==> config.mk <==
export PLATFORM = sky130hd
export DESIGN_NAME = count_capture
export DESIGN_NICKNAME = d
export VERILOG_FILES = /design/src/rtl/count_capture.sv
export SDC_FILE = /design/constraint.sdc
export NUM_CORES = 1
export LEC_CHECK = 0
export ABC_CLOCK_PERIOD_IN_PS = 2500
export CAP_MARGIN = 5
export CORE_UTILIZATION = 50
export CTS_CLUSTER_DIAMETER = 50
export CTS_CLUSTER_SIZE = 30
export DETAILED_ROUTE_END_ITERATION = 8
export PLACE_DENSITY_LB_ADDON = 0.15
export SLEW_MARGIN = 40
export SYNTH_ARGS = -nofsm -noshare
export SYNTH_HDL_FRONTEND = slang
export SYNTH_SLANG_ARGS = --single-unit
==> constraint.sdc <==
create_clock -name clk -period 2.5 [get_ports clk]
set_input_delay 0.25 -clock clk [delete_from_list [all_inputs] [get_ports clk]]
set_output_delay 0.25 -clock clk [all_outputs]
set_load 0.01 [all_outputs]
==> src/rtl/count_capture.sv <==
// count_capture: timestamps edges of an asynchronous event line.
// The event is synchronized, edge-detected, qualified by edge_sel and the
// free-running count_in value is pushed into a small first-word-fall-through
// FIFO. A sticky ovf flag records any capture lost to a full FIFO.
module count_capture #(
  parameter int unsigned W     = 24,
  parameter int unsigned DEPTH = 4
) (
  input  logic                     clk,
  input  logic                     reset,
  input  logic [W-1:0]             count_in,
  input  logic                     evt_in,
  input  logic [1:0]               edge_sel,
  output logic [W-1:0]             cap_data,
  output logic                     cap_valid,
  input  logic                     cap_ready,
  output logic [$clog2(DEPTH):0]   level,
  output logic                     ovf,
  input  logic                     ovf_clr
);

  localparam int unsigned AW = $clog2(DEPTH);
  localparam int unsigned LW = AW + 1;
  localparam logic [LW-1:0] FullLevel = LW'(DEPTH);

  typedef enum logic [1:0] {
    SelOff  = 2'b00,
    SelRise = 2'b01,
    SelFall = 2'b10,
    SelBoth = 2'b11
  } edge_sel_e;

  // ---------------------------------------------------------------------------
  // Event synchronizer and edge detection
  // ---------------------------------------------------------------------------
  logic meta_q;   // first synchronizer stage, may go metastable
  logic sync_q;   // second synchronizer stage, safe to use
  logic hist_q;   // previous synchronized sample
  logic rise_q;   // registered rising edge of the synchronized event
  logic fall_q;   // registered falling edge of the synchronized event

  logic rise_d;
  logic fall_d;

  // Raw edges from the two most recent synchronized samples.
  always_comb begin
    rise_d = sync_q & ~hist_q;
    fall_d = ~sync_q & hist_q;
  end

  // Synchronizer, history and edge registers; they track evt_in in every mode.
  always_ff @(posedge clk or negedge reset) begin
    if (!reset) begin
      meta_q <= 1'b0;
      sync_q <= 1'b0;
      hist_q <= 1'b0;
      rise_q <= 1'b0;
      fall_q <= 1'b0;
    end else begin
      meta_q <= evt_in;
      sync_q <= meta_q;
      hist_q <= sync_q;
      rise_q <= rise_d;
      fall_q <= fall_d;
    end
  end

  // ---------------------------------------------------------------------------
  // Edge qualification
  // ---------------------------------------------------------------------------
  logic push;

  // edge_sel is applied in the same cycle as the push so the pushed count and
  // the selection that allowed it always belong together.
  always_comb begin
    push = 1'b0;
    case (edge_sel_e'(edge_sel))
      SelOff:  push = 1'b0;
      SelRise: push = rise_q;
      SelFall: push = fall_q;
      SelBoth: push = rise_q | fall_q;
      default: push = 1'b0;
    endcase
  end

  // ---------------------------------------------------------------------------
  // Capture FIFO
  // ---------------------------------------------------------------------------
  logic [W-1:0]  mem_q [DEPTH];
  logic [AW-1:0] wr_ptr_q, wr_ptr_d;
  logic [AW-1:0] rd_ptr_q, rd_ptr_d;
  logic [LW-1:0] level_q, level_d;
  logic          ovf_q, ovf_d;

  logic empty;
  logic full;
  logic pop;
  logic push_accept;
  logic drop;

  // Handshake decode; full/empty come from the level counter only, since the
  // pointers are equal in both cases.
  always_comb begin
    empty       = (level_q == '0);
    full        = (level_q == FullLevel);
    pop         = ~empty & cap_ready;
    // A pop in the same cycle frees a slot, so a full FIFO can still accept.
    push_accept = push & (~full | pop);
    drop        = push & full & ~pop;
  end

  // Next-state for pointers, level and the sticky overflow flag.
  always_comb begin
    wr_ptr_d = wr_ptr_q;
    rd_ptr_d = rd_ptr_q;
    level_d  = level_q;
    ovf_d    = ovf_q;

    // Power-of-two depth: plain increment wraps modulo DEPTH.
    if (push_accept) begin
      wr_ptr_d = wr_ptr_q + AW'(1);
    end
    if (pop) begin
      rd_ptr_d = rd_ptr_q + AW'(1);
    end

    if (push_accept && !pop) begin
      level_d = level_q + LW'(1);
    end else if (pop && !push_accept) begin
      level_d = level_q - LW'(1);
    end

    // Set has priority so a drop is never hidden by a coincident clear.
    if (drop) begin
      ovf_d = 1'b1;
    end else if (ovf_clr) begin
      ovf_d = 1'b0;
    end
  end

  // FIFO control state.
  always_ff @(posedge clk or negedge reset) begin
    if (!reset) begin
      wr_ptr_q <= '0;
      rd_ptr_q <= '0;
      level_q  <= '0;
      ovf_q    <= 1'b0;
    end else begin
      wr_ptr_q <= wr_ptr_d;
      rd_ptr_q <= rd_ptr_d;
      level_q  <= level_d;
      ovf_q    <= ovf_d;
    end
  end

  // Storage array; contents are only meaningful under cap_valid, so no reset.
  always_ff @(posedge clk) begin
    if (push_accept) begin
      mem_q[wr_ptr_q] <= count_in;
    end
  end

  // Fall-through outputs: head is visible as soon as the entry is written.
  always_comb begin
    cap_data  = mem_q[rd_ptr_q];
    cap_valid = ~empty;
    level     = level_q;
    ovf       = ovf_q;
  end

endmodule
==> results.md <==
* Critical register-to-register path endpoint: level[2]
* Detailed-route via count at 1,851
* Port Buf Inserts at 59
* Final worst setup slack at 0.171 ns
* Clock tree root driver cell: clkbuf_8
* Total Nets Final at 284
* First element of the critical path: rd_ptr_q[0]
* Final weighted congestion of routability-driven global placement at 0.816
* Sequence of cells on the critical path: buf_4 > mux4_2 > clkdlybuf4s50_1
* Portion of the clock cycle consumed by the worst path in the final layout at 0.932
* Final wirelength at 6500 um
* Portion of total power attributed to sequential cells at 0.470
* Static leakage at 1.70 nW
* Number of violations of the max-capacitance limit at 0
* Dominant delay contributor by cell family on the critical path: buffers and inverters
* Layout cell share with drive strength beyond 1 at 0.179
* Run status: finished, final reports clean
* Post-Place Setup Slack at 0.128 ns
* Final global-route overflow total at 0
* Path category of the worst min-delay check: primary input to asynchronous set/reset pin
* Number of H-tree branching levels at 3
* Hold violation count in the final report at 0
* Unique masters post-synth at 25
* Average cell area after synthesis at 23.9 um^2
* Flop and latch count out of synthesis at 109
* Initial detailed-routing violation count at 79
* Peak fanout along the critical path at 14
* Synth top area share at 0.701
* Post-route minimum period at 2.33 ns
* Total routing resource utilization after global routing at 0.167
* Slowest library cell on the worst path: mux4_2
* Pin count of the biggest net entering global routing at 25
* Leading area contributor after synthesis: edfxtp_1
* Sequential fraction of the synthesis area at 0.780
* CTS Hold Buffers Added at 0
* Finished Layout Cells at 353
* Router iterations before antenna repair at 4
* Syn nets at 209
* Horizontal die dimension at 92.7 um
* Top achievable clock speed at 429 MHz
* Minimum setup slack among reg-to-reg paths at 0.37 ns
* Internal power component at 3.58 mW
* Fraction of synthesis flops using an asynchronous set or reset pin at 0.119
* Signal arrival time at the worst endpoint at 2.08 ns
* Clock transition time at the flip-flop clock pins of the worst setup and hold paths at 0.09 ns
* Fraction of power consumed by the clock network at 0.175
* Number of instances in the placed design at 338
* Post-Route Setup TNS at 0 ns
* Fill count at 559
* Area of the die at 8600 um^2
* Startpoint of the worst-slack reg-to-reg timing path: level[1]
* Clock insertion delay at the later pin of the skew report at 0.35 ns
* Num rows at 32
* I/O pin cnt at 60
* P&R area growth vs syn at 22.3%
* Count leader, synth: edfxtp_1
* Ranking of synthesized cells by instance count: 96 x edfxtp_1, 18 x mux4_2, 13 x dfrtp_1, 6 x mux4_1, 5 x ha_1
* Antenna Diode Count at 0
* Worst clock skew at 0.0102 ns
* Number of flops mapped to enable cells by yosys at 96
* Vias per std cell at 5.24
* Hpwl dp at 4460 um
* TritonCTS clock tree: yes
* Wire length of the first global-routing pass at 10,300 um
* Depth of the most critical reg-to-reg path at 8
* Headroom to the max-slew limit at 0.626
* CP endpoint kind: output port
* Antenna violations before repair at 0
* Vias in the first global route at 1,995
* WP data required at 2.25 ns
* Height of the die at 92.7 um
* Total CTS buffers at 9
* Count of buffer and inverter cells on the critical path at 2
* Setup repair after global routing missed its margin: false
* Switching share of power at 0.274
* Net switching component of the power at 1.35 mW
* Routed wire per std cell at 18.4 um
* Mapped Area at 4120 um^2
* Timing endpoint of the critical path: cap_data[8]
* Mapped Cells at 172
* Multi-input gate area at 826 um^2
* Transition time at the pin with the least slew margin at 0.560 ns
* Final count of pins violating max slew at 0
* Setup Buffers After CTS at 0
* Post-synth top flop: edfxtp_1
* Buffers from clock root to sink, at most at 2
* Total power divided by cell area at 979 nW/um^2
* CTS sink count at 109
* Setup-violating endpoint count in the final report at 0
* Starting utilization of the core area at 0.524
* Hold WS at 0.255 ns
* Nature of the critical path startpoint: flip-flop
* Combinational power share at 0.355
* Peak ir drop on the vdd network at 0.000477 V
* Register area at 3210 um^2
* Number of warnings issued by yosys at 0
* Worst stage delay on the critical path at 0.57 ns
* Resize count post-CTS at 0
* Floorplan core area at 7850 um^2
* Kind of critical path: flip-flop to output port
* WP depth at 3
* Remaining antenna violation count at 0
* DRC violations left at 0
* Dominant cells by area after synthesis: edfxtp_1 70%, mux4_2 9.9%, dfrtp_1 7.9%
* Core utilization of the finished layout at 0.641
through the flow:
step	power (mW)	instance area, um^2
finish	4.93	5030
global route	5.17	5030
CTS	4.99	5030
detailed placement	4.13	4880
global placement	4.07	4880
floorplan	3.37	4120
flip-flops by register name, summed over array words and instances (netlist names):
| name | flops |
|---|---|
| rise_q | 1 |
| ovf | 1 |
| mem_q | 96 |
| wr_ptr_q | 2 |
| meta_q | 1 |
| rd_ptr_q | 2 |
| level | 3 |
| hist_q | 1 |
| sync_q | 1 |
| fall_q | 1 |
logic make-up (layout without fill, tap and decap cells):
kind of cell             count (synthesis)  count (layout)  share of synthesized area
buffers and inverters                   10              89                     0.0198
AO/OA/AOI/OAI                            2               2                    0.00335
AND/OR/NAND/NOR                         13              13                     0.0213
flip-flops                             109             109                      0.780
XOR/XNOR                                 6               6                     0.0128
multiplexers                            26              26                      0.143
adder cells (fa/ha/maj)                  6               6                     0.0201
worst min path at each step:
| stage | slack [ns] | to | start | cells after the start |
|---|---|---|---|---|
| floorplan | -0.05 | fall_q | reset | 0 |
| global placement | 0.34 | sync_q | meta_q | 0 |
| detailed placement | 0.35 | sync_q | meta_q | 0 |
| CTS | 0.27 | meta_q | reset | 1 |
| global route | 0.29 | sync_q | reset | 1 |
| finish | 0.26 | meta_q | reset | 1 |
worst register-to-register path: cells and delay by family (launching register included):
family | cells | cell delay (ns)
buffers and inverters | 1 | 0.06
XOR/XNOR | 2 | 0.30
AND/OR/NAND/NOR | 3 | 0.66
adder cells (fa/ha/maj) | 2 | 0.57
flip-flops | 1 | 0.46
routing by layer:
layer | global-route usage | wire (um) | vias up
met1 | 0.210 | 2800 | 946
met3 | 0.0337 | 228 | 9
met4 | 0.0731 | 76 | 0
met5 | 0 | 0 | -
li1 | - | - | 853
met2 | 0.283 | 3390 | 43
power groups by stage:
stage                     clock, mW  combinational [mW]  sequential, mW
final                         0.864                1.75            2.32
after global routing          0.960                1.87            2.34
after CTS                     0.890                1.79            2.32
after detailed placement          0                1.77            2.36
after global placement            0                1.73            2.34
after floorplan                   0                1.03            2.34
placed cells by master (no fill, tap or decap), types with 2 or more instances in the layout:
master | synthesis | final
edfxtp_1 | 96 | 96
xnor2_1 | 4 | 4
mux4_2 | 18 | 18
mux4_1 | 6 | 6
buf_12 | 2 | 2
inv_1 | 4 | 4
clkinv_1 | 0 | 3
clkbuf_8 | 0 | 9
and2_1 | 4 | 4
dfrtp_1 | 13 | 12
xor2_1 | 2 | 2
buf_4 | 0 | 9
ha_1 | 5 | 5
clkdlybuf4s50_1 | 0 | 59
clkinv_4 | 0 | 2
nor2b_1 | 2 | 2
layout make-up:
cell class                 instances  share of cell area
sequential                       109               0.638
multi-input combinational         53               0.164
timing repair buffer              70               0.139
clock buffer                      10              0.0254
tap                              102              0.0254
clock inverter                     5             0.00572
inverter                           4             0.00298
No activity file was read; power rests on OpenSTA's default activity.
